==> src/rtl/nibble_packer_if.sv <==
// Nibble packer bus: nibble source side and packed-word consumer side.
interface nibble_packer_if;
  logic [3:0]  nib_in;
  logic        nib_valid;
  logic        addr_mode;
  logic [1:0]  nib_addr;
  logic        clear;
  logic        word_ack;
  logic        nib_ready;
  logic [15:0] word_out;
  logic        word_valid;
  logic [1:0]  slot;
  logic [3:0]  slot_mask;

  // Driver of nibbles/acks (testbench or upstream logic)
  modport master (
    output nib_in, nib_valid, addr_mode, nib_addr, clear, word_ack,
    input  nib_ready, word_out, word_valid, slot, slot_mask
  );

  // The packer itself
  modport slave (
    input  nib_in, nib_valid, addr_mode, nib_addr, clear, word_ack,
    output nib_ready, word_out, word_valid, slot, slot_mask
  );
endinterface

==> src/rtl/nibble_packer.sv <==
// Packs four 4-bit nibbles into a 16-bit word, either in auto-slot order or
// by explicit slot address. A completed word is held until acknowledged.
module nibble_packer #(
  parameter bit ACK_CLEARS_WORD = 1'b0
) (
  input  logic            clk,
  input  logic            reset,
  nibble_packer_if.slave  bus
);

  typedef enum logic {
    FILL = 1'b0,
    HOLD = 1'b1
  } state_t;

  state_t      r_state;
  state_t      w_state_nxt;
  logic [15:0] r_word;
  logic [1:0]  r_slot;
  logic [3:0]  r_mask;
  logic        w_accept;
  logic [1:0]  w_target;
  logic [3:0]  w_mask_set;

  // Accept qualification, target slot selection and the mask after a write
  always_comb begin
    w_accept   = bus.nib_valid & (r_state == FILL);
    w_target   = bus.addr_mode ? bus.nib_addr : r_slot;
    w_mask_set = r_mask | (4'b0001 << w_target);
  end

  // State register
  always_ff @(posedge clk or posedge reset) begin
    if (reset) r_state <= FILL;
    else       r_state <= w_state_nxt;
  end

  // Next state: clear dominates; the last distinct slot enters HOLD; ack leaves it
  always_comb begin
    w_state_nxt = r_state;
    if (bus.clear) begin
      w_state_nxt = FILL;
    end else begin
      unique case (r_state)
        FILL: if (w_accept && (w_mask_set == 4'b1111)) w_state_nxt = HOLD;
        HOLD: if (bus.word_ack) w_state_nxt = FILL;
        default: w_state_nxt = FILL;
      endcase
    end
  end

  // Word, slot pointer and fill mask; a nibble arriving with an ack in HOLD is dropped
  always_ff @(posedge clk or posedge reset) begin
    if (reset) begin
      r_word <= '0;
      r_slot <= '0;
      r_mask <= '0;
    end else if (bus.clear) begin
      r_word <= '0;
      r_slot <= '0;
      r_mask <= '0;
    end else if ((r_state == HOLD) && bus.word_ack) begin
      r_slot <= '0;
      r_mask <= '0;
      if (ACK_CLEARS_WORD) r_word <= '0;
    end else if (w_accept) begin
      r_word[{w_target, 2'b00} +: 4] <= bus.nib_in;
      r_mask <= w_mask_set;
      if (!bus.addr_mode) r_slot <= r_slot + 2'd1;
    end
  end

  assign bus.nib_ready  = (r_state == FILL);
  assign bus.word_valid = (r_state == HOLD);
  assign bus.word_out   = r_word;
  assign bus.slot       = r_slot;
  assign bus.slot_mask  = r_mask;

endmodule

==> src/flat_wrapper.sv <==
// flat-port wrapper written by rule: the top's interface ports become plain ports
module nibble_packer_flat 
#(
  parameter bit ACK_CLEARS_WORD = 1'b0
)
  (clk, reset, bus_nib_in, bus_nib_valid, bus_addr_mode, bus_nib_addr, bus_clear, bus_word_ack, bus_nib_ready, bus_word_out, bus_word_valid, bus_slot, bus_slot_mask);
  nibble_packer_if bus_i ();
  input  logic clk;
  input  logic reset;
  input wire logic [$bits(bus_i.nib_in)-1:0] bus_nib_in;
  input wire logic [$bits(bus_i.nib_valid)-1:0] bus_nib_valid;
  input wire logic [$bits(bus_i.addr_mode)-1:0] bus_addr_mode;
  input wire logic [$bits(bus_i.nib_addr)-1:0] bus_nib_addr;
  input wire logic [$bits(bus_i.clear)-1:0] bus_clear;
  input wire logic [$bits(bus_i.word_ack)-1:0] bus_word_ack;
  output wire logic [$bits(bus_i.nib_ready)-1:0] bus_nib_ready;
  output wire logic [$bits(bus_i.word_out)-1:0] bus_word_out;
  output wire logic [$bits(bus_i.word_valid)-1:0] bus_word_valid;
  output wire logic [$bits(bus_i.slot)-1:0] bus_slot;
  output wire logic [$bits(bus_i.slot_mask)-1:0] bus_slot_mask;
  assign bus_i.nib_in = bus_nib_in;
  assign bus_i.nib_valid = bus_nib_valid;
  assign bus_i.addr_mode = bus_addr_mode;
  assign bus_i.nib_addr = bus_nib_addr;
  assign bus_i.clear = bus_clear;
  assign bus_i.word_ack = bus_word_ack;
  assign bus_nib_ready = bus_i.nib_ready;
  assign bus_word_out = bus_i.word_out;
  assign bus_word_valid = bus_i.word_valid;
  assign bus_slot = bus_i.slot;
  assign bus_slot_mask = bus_i.slot_mask;
  nibble_packer #(.ACK_CLEARS_WORD(ACK_CLEARS_WORD)) u_core (.clk(clk), .reset(reset), .bus(bus_i));
endmodule
==> config.mk <==
export PLATFORM = sky130hd
export DESIGN_NAME = nibble_packer_flat
export DESIGN_NICKNAME = d
export VERILOG_FILES = /design/src/rtl/nibble_packer_if.sv /design/src/rtl/nibble_packer.sv /design/src/flat_wrapper.sv
export SDC_FILE = /design/constraint.sdc
export NUM_CORES = 1
export LEC_CHECK = 0
export BUFFER_PORTS_ARGS = -buffer_cell sky130_fd_sc_hd__buf_2
export CORE_UTILIZATION = 49
export DETAILED_ROUTE_END_ITERATION = 6
export GPL_ROUTABILITY_DRIVEN = 0
export GPL_TIMING_DRIVEN = 0
export PLACE_DENSITY = 0.84
export RECOVER_POWER = 50
export SLEW_MARGIN = 20
export SYNTH_ARGS = -nofsm -noshare
export SYNTH_HDL_FRONTEND = slang
export SYNTH_SLANG_ARGS = --single-unit
==> constraint.sdc <==
create_clock -name clk -period 2.1 [get_ports clk]
set_input_delay 0 -clock clk [delete_from_list [all_inputs] [get_ports clk]]
set_output_delay 0 -clock clk [all_outputs]
set_load 0.01 [all_outputs]
==> results list <==
* Run status: completed
- Cell Pwr Density: 577 nW/um2
* Max VDD drop: 0.000406 V
- The floorplan step defined a die boundary enclosing 2560 um2.
- Worst path slowest cell: or4b_4
- Crit Path Class: reg -> reg
* Place WS: 0.0942 ns
- Data arrival, critical path: 2.23 ns
- Sequential cell area: 576 um2
* Synthesized area divided by synthesized cell count: 11.6 um2
* Type of the most critical hold path: in -> reg
* Share of layout cells above drive strength 1: 15.4%
* Total grt overflow: 0
- Including well taps, the total number of placed cells is 162.
- Startpoint type of the worst setup path: flop
* Starting density of the core: 52.3%
- The die is 50.6 um tall.
* Maximum achievable frequency: 0.508 GHz
* Total number of H-tree levels: 1
- For this design the total switching power over the nets is 233 uW.
* Final-report setup violation count: 0
* Ant diodes: 0
- Max-cap violations in this run came to 0.
- Summed over all failing endpoints, the final setup total negative slack is 0 ns.
- Floorplan die width: 50.6 um
- Dominant cell type by area after synthesis: dfrtp_1
- In this run the remaining antenna-violating nets after routing total 0.
- Per report_power, the sequential group accounts for 56.8% of the total.
- Final cycle utilization of the critical path: 93.8%
* CP max FO: 5
- Sequential elements use 49.8% of the synthesized area.
- Antenna violations before repair: 0
- Number of buffers created by CTS: 3
- Yosys attributes the largest share of cell area to dfrtp_1 (50%), ha_1 (7.6%), a32o_1 (3.5%).
- Tot GR Track Use: 22.4%
- Setup Skew: 0.00330 ns
- Relative contribution of combinational cells to total power: 17.6%
* Avg Vias per Cell: 5.60
- The first global-routing pass estimated 4.17 mm of wire.
- The count of cells in the finished layout, fillers not included, comes to 171.
- Filler cell count: 210
* Combined area of the multi-input logic cells: 541 um2
* Worst Path Buf+Inv: 0
- The netlist uses 29 different library cells.
- Number of global-route vias before repair: 883
- Placeable core region: 2210 um2
- The largest single stage delay on the critical path is 0.51 ns.
- Static Leak: 0.000663 uW
* Buffer depth of the longest clock path: 2
- For the worst setup path, the data required time is 2.36 ns.
* Count of warnings emitted by yosys: 0
* Tmin final: 1.97 ns
* Area growth from synthesis to layout: 22.6%
* Fraction of post-synthesis cell area in the top cell type by area: 49.8%
- Pin count of the biggest net entering global routing: 24
- The floorplan has 17 rows.
* Top-level I/O count: 36
- At the later pin of the worst-skew pair, clock insertion delay measures 0.31 ns.
- Net switching is 28.6% of the power.
* Fin. Hold Viols: 0
- CP Capture Type: flop
- Summing over every cut layer, the via total after detailed routing is 958.
- Fin. max-slew vios: 0
- After detailed routing, the average wire length per cell comes to 15.0 um.
* Final Worst Setup Slack: 0.131 ns
* Cell count after synthesis: 100
- Clk slew on worst S/H paths: 0.13 ns
- Flop and latch count out of synthesis: 23
- The tree is rooted in a clkbuf_4.
- Starting DRC count in detailed routing: 23
- Count of buffers from port buffering: 34
* Overall Power: 817 uW
- The tree built by TritonCTS fans out to 23 sinks.
- Wires add up to 2.57 mm.
- Cells along the critical path: mux2i_1, ha_1, or4b_4, nor4b_4, a22o_1
* Family of cells with the greatest summed delay on the critical path: simple AND/OR/NAND/NOR gates
* Slew HR: 42.4%
- The clock network accounts for 25.6% of the total power.
- Combined area of all synthesized cells: 1160 um2
* Cell internal power dissipation: 584 uW
- TritonCTS built the clock tree.
- Cells fill 64.1% of the core in the end.
- The pre-antenna-repair detailed-routing pass consisted of 4 iterations.
- Post CTS Setup Buffer Count: 0
- Setup repair after global routing missed its margin: no
- Hpwl dp: 1.86 mm
* Nets in the synthesized netlist: 119
- # DRC: 0
- The final layout contains 163 nets.
- Transition at the pin with the smallest max-transition slack: 0.863 ns
## registers in the layout, indices dropped and copies added (netlist names)
name and cells:
u_core.bus.word_out 16, u_core.bus.slot_mask 4, u_core.bus.slot 2, u_core.bus.word_valid 1
## power groups by stage
| stage | clock, uW | combinational [uW] | sequential, uW |
|---|---|---|---|
| 6_report | 209 | 144 | 464 |
| 3_3_place_gp | 0 | 132 | 471 |
| 2_1_floorplan | 0 | 84.0 | 477 |
| 4_1_cts | 212 | 145 | 464 |
| 3_5_place_dp | 0 | 137 | 472 |
| 5_1_grt | 238 | 160 | 467 |
## layout make-up
class / count / share of cell area, %
Buffer: 3 / 1.32
Clock buffer: 3 / 1.59
Clock inverter: 1 / 0.353
Inverter: 8 / 2.12
Multi-Input combinational cell: 66 / 38.1
Sequential cell: 23 / 40.6
Tap cell: 28 / 2.47
Timing Repair Buffer: 39 / 13.4
## worst min-delay path, delay by kind of cell
kind                   cells  cell delay (ns)
AOI/OAI and AO/OA          1             0.20
buffers and inverters      1             0.11
and+or+nand+nor            1             0.05
## layer usage
layer,GRT usage (%),vias to the layer above,share of wire [%]
met2,36.4,28,49
li1,-,452,-
met5,0,-,0
met3,3.94,6,4.0
met1,28.9,472,45
met4,9.72,0,2.4
## synthesized netlist by cell type
cell      instances
buf_6             1
mux2i_1           1
dfrtp_1          23
nor4b_4           1
a32o_1            4
inv_1             8
and3_1            1
ha_1              7
o22ai_1           1
or4b_4            1
nor3b_1           5
o21ai_0           1
mux2i_2           1
a31o_2            4
nor2b_1           1
a21o_1            1
and2_1            1
a22o_1            4
or3_1             1
or2_1             1
a21oi_1           6
clkbuf_1          2
xnor2_1           2
o41ai_1           4
nor2_1           10
nor4bb_1          1
nand3b_1          5
nand4b_1          1
and3b_1           1
## through the flow
| step | hold slack (ns) | area, um2 |
|---|---|---|
| finish | 0.0734 | 1420 |
| floorplan | 0.00192 | 1160 |
| detailed placement | 0.231 | 1360 |
| CTS | 0.0694 | 1440 |
| global placement | 0.200 | 1360 |
| global route | 0.0619 | 1420 |
## cells in the final DEF (no fill, tap or decap), drive strengths merged, types with 4 or more instances in the layout
master,instances
ha,7
buf,11
a22o,4
o41ai,4
a21oi,6
nand3b,5
nor3b,5
nor2,10
inv,8
dfrtp,23
a32o,4
dlygate4sd3,5
a31o,4
clkbuf,29
## logic make-up after synthesis
family          count (synthesis)  synth area share, %
compound gates                 25                 16.8
xor+xnor                        2                 1.52
fa+ha+maj                       7                 7.58
buf+inv                        11                 4.22
flops                          23                 49.8
mux                             2                 2.06
simple gates                   30                 18.1
## path summary, 6_finish.rpt
kind	start	end	slack [ns]	cells past startpoint
hold reg to reg	u_core.bus.word_out[7]	u_core.bus.word_out[7]	0.51	1
min in group asynchronous	reset	u_core.bus.slot[0]	0.39	3
max in group asynchronous	reset	u_core.bus.word_out[13]	1.18	3
hold / removal	bus_clear	u_core.bus.word_out[3]	0.07	3
setup / recovery	u_core.bus.slot[1]	u_core.bus.word_out[13]	0.13	5
setup reg to reg	u_core.bus.slot[1]	u_core.bus.word_out[13]	0.13	5
## repair_timing
item | 4_1_cts | 5_1_grt
hold buffers | 5 | 0
endpoints found under the hold margin | 39 | 0
endpoints found under the setup margin | 0 | 11
gates resized for setup | 0 | 1
(Power assumes the default switching activity.)
